## src/rtl/mmio_uart_tx.sv

```systemverilog
// ---------------------------------------------------------------------------
// mmio_uart_tx
//   Memory-mapped serial transmitter that sits on the 32-bit CPU data bus.
//   A store to TX_ADDR enqueues writedata[7:0] into a small FIFO. The FIFO
//   is drained as 8N1 frames (start, 8 data bits LSB first, stop) on txd.
//   A status word can be loaded from STAT_ADDR. A store to STAT_ADDR with
//   writedata[9] set clears the sticky overflow flag.
//
// Ports
//   clk        in   1      system clock, all state on posedge
//   reset_     in   1      asynchronous active-low reset
//   memwrite   in   1      CPU store strobe
//   memread    in   1      CPU load strobe
//   adr        in   WIDTH  CPU byte address
//   writedata  in   WIDTH  CPU store data
//   sel        out  1      access hits TX_ADDR or STAT_ADDR (combinational)
//   rdata      out  WIDTH  status word on a STAT_ADDR load, else 0
//   txd        out  1      registered serial line, idle high
//   busy       out  1      frame in progress or FIFO non-empty
//
// Status word: [3:0] count, [4] full, [5] empty, [8] busy, [9] ovf.
// ---------------------------------------------------------------------------
module mmio_uart_tx #(
    parameter int               WIDTH     = 32,
    parameter logic [WIDTH-1:0] TX_ADDR   = 32'h0000_0100,
    parameter logic [WIDTH-1:0] STAT_ADDR = 32'h0000_0104,
    parameter int               DEPTH     = 8,
    parameter int               AW        = 3,
    parameter int               BAUD_DIV  = 16
) (
    input  logic             clk,
    input  logic             reset_,
    input  logic             memwrite,
    input  logic             memread,
    input  logic [WIDTH-1:0] adr,
    input  logic [WIDTH-1:0] writedata,
    output logic             sel,
    output logic [WIDTH-1:0] rdata,
    output logic             txd,
    output logic             busy
);

    localparam int CW = (BAUD_DIV > 1) ? $clog2(BAUD_DIV) : 1;

    localparam logic [1:0] S_IDLE  = 2'd0;
    localparam logic [1:0] S_START = 2'd1;
    localparam logic [1:0] S_DATA  = 2'd2;
    localparam logic [1:0] S_STOP  = 2'd3;

    // FIFO state
    logic [7:0]    r_mem [DEPTH];
    logic [AW-1:0] r_rd_ptr;
    logic [AW-1:0] r_wr_ptr;
    logic [AW:0]   r_count;
    logic          r_ovf;

    // Transmitter state
    logic [1:0]    r_state;
    logic [CW-1:0] r_baud_cnt;
    logic [2:0]    r_bit_idx;
    logic [7:0]    r_shreg;
    logic          r_txd;

    logic             w_hit_tx;
    logic             w_hit_stat;
    logic             w_push_req;
    logic             w_full;
    logic             w_empty;
    logic             w_pop;
    logic             w_push;
    logic             w_ovf_clr;
    logic             w_baud_end;
    logic             w_busy;
    logic [WIDTH-1:0] w_status;

    // Only byte 0 and bit 9 of writedata carry meaning; the rest is folded
    // into a deliberately unused signal.
    logic w_unused_wd;
    assign w_unused_wd = &{1'b0, writedata[WIDTH-1:10], writedata[8]};

    assign w_hit_tx   = (adr == TX_ADDR);
    assign w_hit_stat = (adr == STAT_ADDR);
    assign w_push_req = memwrite && w_hit_tx;
    assign w_full     = (r_count == (AW+1)'(DEPTH));
    assign w_empty    = (r_count == '0);
    // Pop decision uses the registered count, so a byte pushed into an
    // empty FIFO is never popped on the same edge.
    assign w_pop      = (r_state == S_IDLE) && !w_empty;
    // A pop on the same edge frees a slot, so a store to a full FIFO is
    // still accepted when the transmitter takes the head.
    assign w_push     = w_push_req && (!w_full || w_pop);
    assign w_ovf_clr  = memwrite && w_hit_stat && writedata[9];
    assign w_baud_end = (r_baud_cnt == CW'(BAUD_DIV - 1));
    assign w_busy     = (r_state != S_IDLE) || !w_empty;

    // NOTE: every variable written in always_comb gets a default first,
    //       otherwise an unassigned path infers a latch.
    always_comb begin
        w_status       = '0;
        w_status[AW:0] = r_count;
        w_status[4]    = w_full;
        w_status[5]    = w_empty;
        w_status[8]    = w_busy;
        w_status[9]    = r_ovf;
    end

    assign sel   = (memread || memwrite) && (w_hit_tx || w_hit_stat);
    assign rdata = (memread && w_hit_stat) ? w_status : '0;
    assign txd   = r_txd;
    assign busy  = w_busy;

    // NOTE: the FIFO storage has no reset; the empty flag guards every read,
    //       so clearing it would only add reset fan-out.
    always_ff @(posedge clk) begin
        if (w_push) begin
            r_mem[r_wr_ptr] <= writedata[7:0];
        end
    end

    // NOTE: sequential state uses non-blocking assignments so every register
    //       samples the pre-edge values regardless of statement order.
    always_ff @(posedge clk or negedge reset_) begin
        if (!reset_) begin
            r_rd_ptr <= '0;
            r_wr_ptr <= '0;
            r_count  <= '0;
            r_ovf    <= 1'b0;
        end else begin
            if (w_push) begin
                r_wr_ptr <= r_wr_ptr + AW'(1);
            end
            if (w_pop) begin
                r_rd_ptr <= r_rd_ptr + AW'(1);
            end
            if (w_push && !w_pop) begin
                r_count <= r_count + (AW+1)'(1);
            end else if (w_pop && !w_push) begin
                r_count <= r_count - (AW+1)'(1);
            end
            // Clear and overflow target different addresses, so they never
            // coincide on one edge.
            if (w_ovf_clr) begin
                r_ovf <= 1'b0;
            end else if (w_push_req && !w_push) begin
                r_ovf <= 1'b1;
            end
        end
    end

    always_ff @(posedge clk or negedge reset_) begin
        if (!reset_) begin
            r_state    <= S_IDLE;
            r_baud_cnt <= '0;
            r_bit_idx  <= '0;
            r_shreg    <= '0;
            r_txd      <= 1'b1;
        end else begin
            case (r_state)
                S_IDLE: begin
                    r_txd <= 1'b1;
                    if (w_pop) begin
                        r_shreg    <= r_mem[r_rd_ptr];
                        r_baud_cnt <= '0;
                        r_state    <= S_START;
                        r_txd      <= 1'b0;
                    end
                end
                S_START: begin
                    if (w_baud_end) begin
                        r_baud_cnt <= '0;
                        r_bit_idx  <= '0;
                        r_state    <= S_DATA;
                        r_txd      <= r_shreg[0];
                    end else begin
                        r_baud_cnt <= r_baud_cnt + CW'(1);
                    end
                end
                S_DATA: begin
                    if (w_baud_end) begin
                        r_baud_cnt <= '0;
                        r_shreg    <= {1'b0, r_shreg[7:1]};
                        if (r_bit_idx == 3'd7) begin
                            r_state <= S_STOP;
                            r_txd   <= 1'b1;
                        end else begin
                            r_bit_idx <= r_bit_idx + 3'd1;
                            // Next bit is the one that lands in [0] after the shift.
                            r_txd     <= r_shreg[1];
                        end
                    end else begin
                        r_baud_cnt <= r_baud_cnt + CW'(1);
                    end
                end
                S_STOP: begin
                    r_txd <= 1'b1;
                    if (w_baud_end) begin
                        r_baud_cnt <= '0;
                        r_state    <= S_IDLE;
                    end else begin
                        r_baud_cnt <= r_baud_cnt + CW'(1);
                    end
                end
                default: begin
                    r_state    <= S_IDLE;
                    r_baud_cnt <= '0;
                    r_txd      <= 1'b1;
                end
            endcase
        end
    end

endmodule

```

## config.mk

```make
export PLATFORM = sky130hd
export DESIGN_NAME = mmio_uart_tx
export DESIGN_NICKNAME = d
export VERILOG_FILES = /design/src/rtl/mmio_uart_tx.sv
export SDC_FILE = /design/constraint.sdc
export NUM_CORES = 1
export LEC_CHECK = 0
export BUFFER_PORTS_ARGS = -buffer_cell sky130_fd_sc_hd__buf_4
export CORE_MARGIN = 3
export CORE_UTILIZATION = 58
export DETAILED_ROUTE_END_ITERATION = 8
export GPL_ROUTABILITY_DRIVEN = 1
export PLACE_DENSITY_LB_ADDON = 0.08
export SETUP_SLACK_MARGIN = 0.5
export SLEW_MARGIN = 20
export SYNTH_ARGS = -nofsm -noshare
export SYNTH_HDL_FRONTEND = slang
export SYNTH_SLANG_ARGS = --single-unit
```

## constraint.sdc

```tcl
create_clock -name clk -period 6.8 [get_ports clk]
set_input_delay 0.68 -clock clk [delete_from_list [all_inputs] [get_ports clk]]
set_output_delay 0.68 -clock clk [all_outputs]
set_load 0.03 [all_outputs]
```

==> metrics <==
Worst EP required=between 7 and 8 ns; Crit Path Max Fanout=11; fin crit period=a little over 3 ns; Placed Area=approximately 4900 um2; Buffers on Ports=55; Sequential Area=around 2700 um2; Gate Count Post-Synth=315; # rows=31; Vias=approximately 2,600; Max Freq=0.322 GHz; final worst path period share=0.457; first-pass GRT wire length=between 10 and 15 mm; Power Density=199 nW/um2; clock skew=0.0159 ns; Setup Buffers After CTS=0; Cells after DPL=465; measured slew at the worst slew-check pin=0.952 ns; crit-path cells=buf_4, nor4_2, nand4_1, or4b_4, inv_1, ha_1, inv_1, ha_1, a21o_1, a21oi_1, mux2i_1, xnor2_1; Clock Sinks=93; total gr overflow=0; Seq/Total Area, Yosys=0.597; FF+latch count, synth=93; Max VDD drop=~0.18 mV; RSZ-0062 raised after global routing=no; die span in x=93.5 um; share of layout cells above drive strength 1=0.301; final setup margin=3.70 ns; dominant synthesized flop cell=edfxtp_1; CP top delay family=simple AND/OR/NAND/NOR gates; Worst-path clk slew=0.10 ns; arrival time at the worst endpoint=3.39 ns; status=finished, final reports clean; CP startpoint kind=input pin; Max Cap Viol=0; Area growth syn-to-layout=14.6%; setup tns final=0 ns; crit end category=flop; post-route ant nets=0; synth unique cells=44; EDFF count, synth=between 60 and 70; Worst path slowest cell=or4b_4; Crit Path Class=input pin to flop; Ant. Diodes=0; worst hold path type=input pin to async pin; largest net degree at the start of global routing=30; Clock Latency Late Sink=0.35 ns; DR WL/cell=about 17 um; Final #Nets=459; TritonCTS clock tree=yes; DR top layer=met4; H-tree levels=3; cell area after synthesis=4440 um2; die span in y=93.5 um; fillers=523; Final GP Congestion=0.778; Final Hold Fails=0; num ports=103; initial antenna violation count=0; Initial Util=0.606; Synthesis Warnings=0; vias in the first global route=2,560; M1 WL=3.45 mm; WL met3=404 um; DRT Wirelength=8.01 mm; Max Slew Vio Count=0; Design Area, Final=approximately 5100 um2; Largest stage delay, worst path=0.64 ns; total CTS buffers=9; CTS resizes=0; # DRC=0; die area=slightly below 9000 um2; initial DRC count=about 180; drt via density=5.49; Bufs and invs on worst path=3; Post-CTS Hold Buffers=0; setup violators final=0; Core Region=7330 um2; CTS root buf=clkbuf_8; Final Non-Filler Cells=481; met2 wire len=between 4 and 5 mm; leak pwr=~2.0 nW; Slew HR=0.360; Clock Tree Buf Depth=2; area occupied by multi-input gates=approximately 1600 um2; drt first pass iters=4; Synth Area per Inst=14.1 um2; Global Route Usage Sum=0.194; Async SR Flop Fraction=0.312; final core occ=0.694; HPWL after DPL=~5.7 mm; pre-CTS setup slack=approximately 3.3 ns
==> stage by stage <==
step,hold WS (ns),total power [W]
after floorplan,0.384,0.000649
after global placement,0.463,0.000666
after detailed placement,0.465,0.000667
after CTS,0.237,0.00102
after global routing,0.245,0.00105
final,0.231,0.00101
==> routing by layer <==
layer / track usage / vias to the layer above
met2: 0.306 / 69
li1: - / 1273
met1: 0.273 / 1291
met5: 0 / -
met4: 0.0598 / 0
met3: 0.0378 / 9
==> cell type report <==
| class | count | share of cell area |
|---|---|---|
| Sequential cell | 93 | 0.521 |
| Clock buffer | 9 | 0.0243 |
| Clock inverter | 7 | 0.0145 |
| Multi-Input combinational cell | 199 | 0.315 |
| Timing Repair Buffer | 63 | 0.0929 |
| Inverter | 11 | 0.00811 |
| Tap cell | 99 | 0.0243 |
==> state kept, by name, indices dropped and copies added, names as in the netlist <==
| register | cells |
|---|---|
| r_bit_idx | 3 |
| r_count | 4 |
| r_mem | 64 |
| r_wr_ptr | 3 |
| r_rd_ptr | 3 |
| r_state | 2 |
| r_shreg | 8 |
| txd | 1 |
| r_baud_cnt | 4 |
| r_ovf | 1 |
==> cells in the final DEF, fill, tap and decap left out, types with 6 or more instances in the layout <==
cell / n
dfrtp_1: 27
conb_1: 24
nor3_1: 8
edfxtp_1: 64
nor4_1: 9
a21oi_1: 6
clkbuf_8: 9
o21ai_0: 9
ha_1: 13
inv_1: 11
mux4_2: 16
nand2_1: 31
and2_1: 7
nor2_1: 7
o211ai_1: 10
buf_4: 63
mux2_2: 9
xnor2_1: 6
==> worst reg2reg max path: cells and delay by family, from the launching register on <==
family | cells | cell delay [ns]
flops | 1 | 0.41
buf+inv | 4 | 0.41
simple gates | 1 | 0.55
compound gates | 3 | 0.54
xor+xnor | 1 | 0.13
mux | 1 | 0.24
fa+ha+maj | 3 | 0.75
==> Yosys cell counts (2+ instances only) <==
cell      count  area share
clkbuf_1      6      0.0051
a21o_1        3      0.0051
ha_1         13       0.037
dfrtp_1      28        0.16
inv_1        11      0.0093
a22o_1        5      0.0099
nand3_1       4      0.0045
o211ai_1     10       0.017
buf_2         3      0.0034
nand2_1      31       0.026
and3_1        2      0.0028
xnor2_1       6       0.012
mux4_2       16       0.081
nor4_2        5       0.014
nor2_1        7      0.0059
a21oi_1       6      0.0068
nand2b_1      5      0.0070
edfxtp_1     64        0.43
mux2i_1       4      0.0090
nor3_1        8      0.0090
mux2_2        9       0.023
and2_1        7      0.0099
buf_4        24       0.041
o21ai_0       9       0.010
nor4_1        9       0.013
nand4_1       2      0.0028
==> worst paths after layout <==
kind	startpoint	to	slack, ns	depth (start not counted)
setup / recovery	adr[18]	r_count[3]$_DFFE_PN0P_	3.70	12
hold / removal	reset_	r_baud_cnt[3]$_DFFE_PN0P_	0.23	1
setup reg to reg	r_state[0]$_DFFE_PN0P_	r_count[3]$_DFFE_PN0P_	3.70	13
hold reg to reg	txd$_DFFE_PN1P_	txd$_DFFE_PN1P_	0.48	2
max in group asynchronous	reset_	txd$_DFFE_PN1P_	6.25	1
min in group clk	txd$_DFFE_PN1P_	txd$_DFFE_PN1P_	0.48	2
==> power by group <==
group               switching, W  internal (W)
Clock                   0.000214      0.000146
Sequential     0.000000000000971      0.000605
Combinational          0.0000311     0.0000179
==> kinds of logic after synthesis <==
family,count (synthesis),share of synthesized area
buf+inv,46,0.0617
other cells,1,0.000845
compound gates,40,0.0629
mux,29,0.113
flops,93,0.597
simple gates,85,0.110
fa+ha+maj,14,0.0412
xor+xnor,7,0.0138
Note: power is estimated with default switching activity, not from simulation.
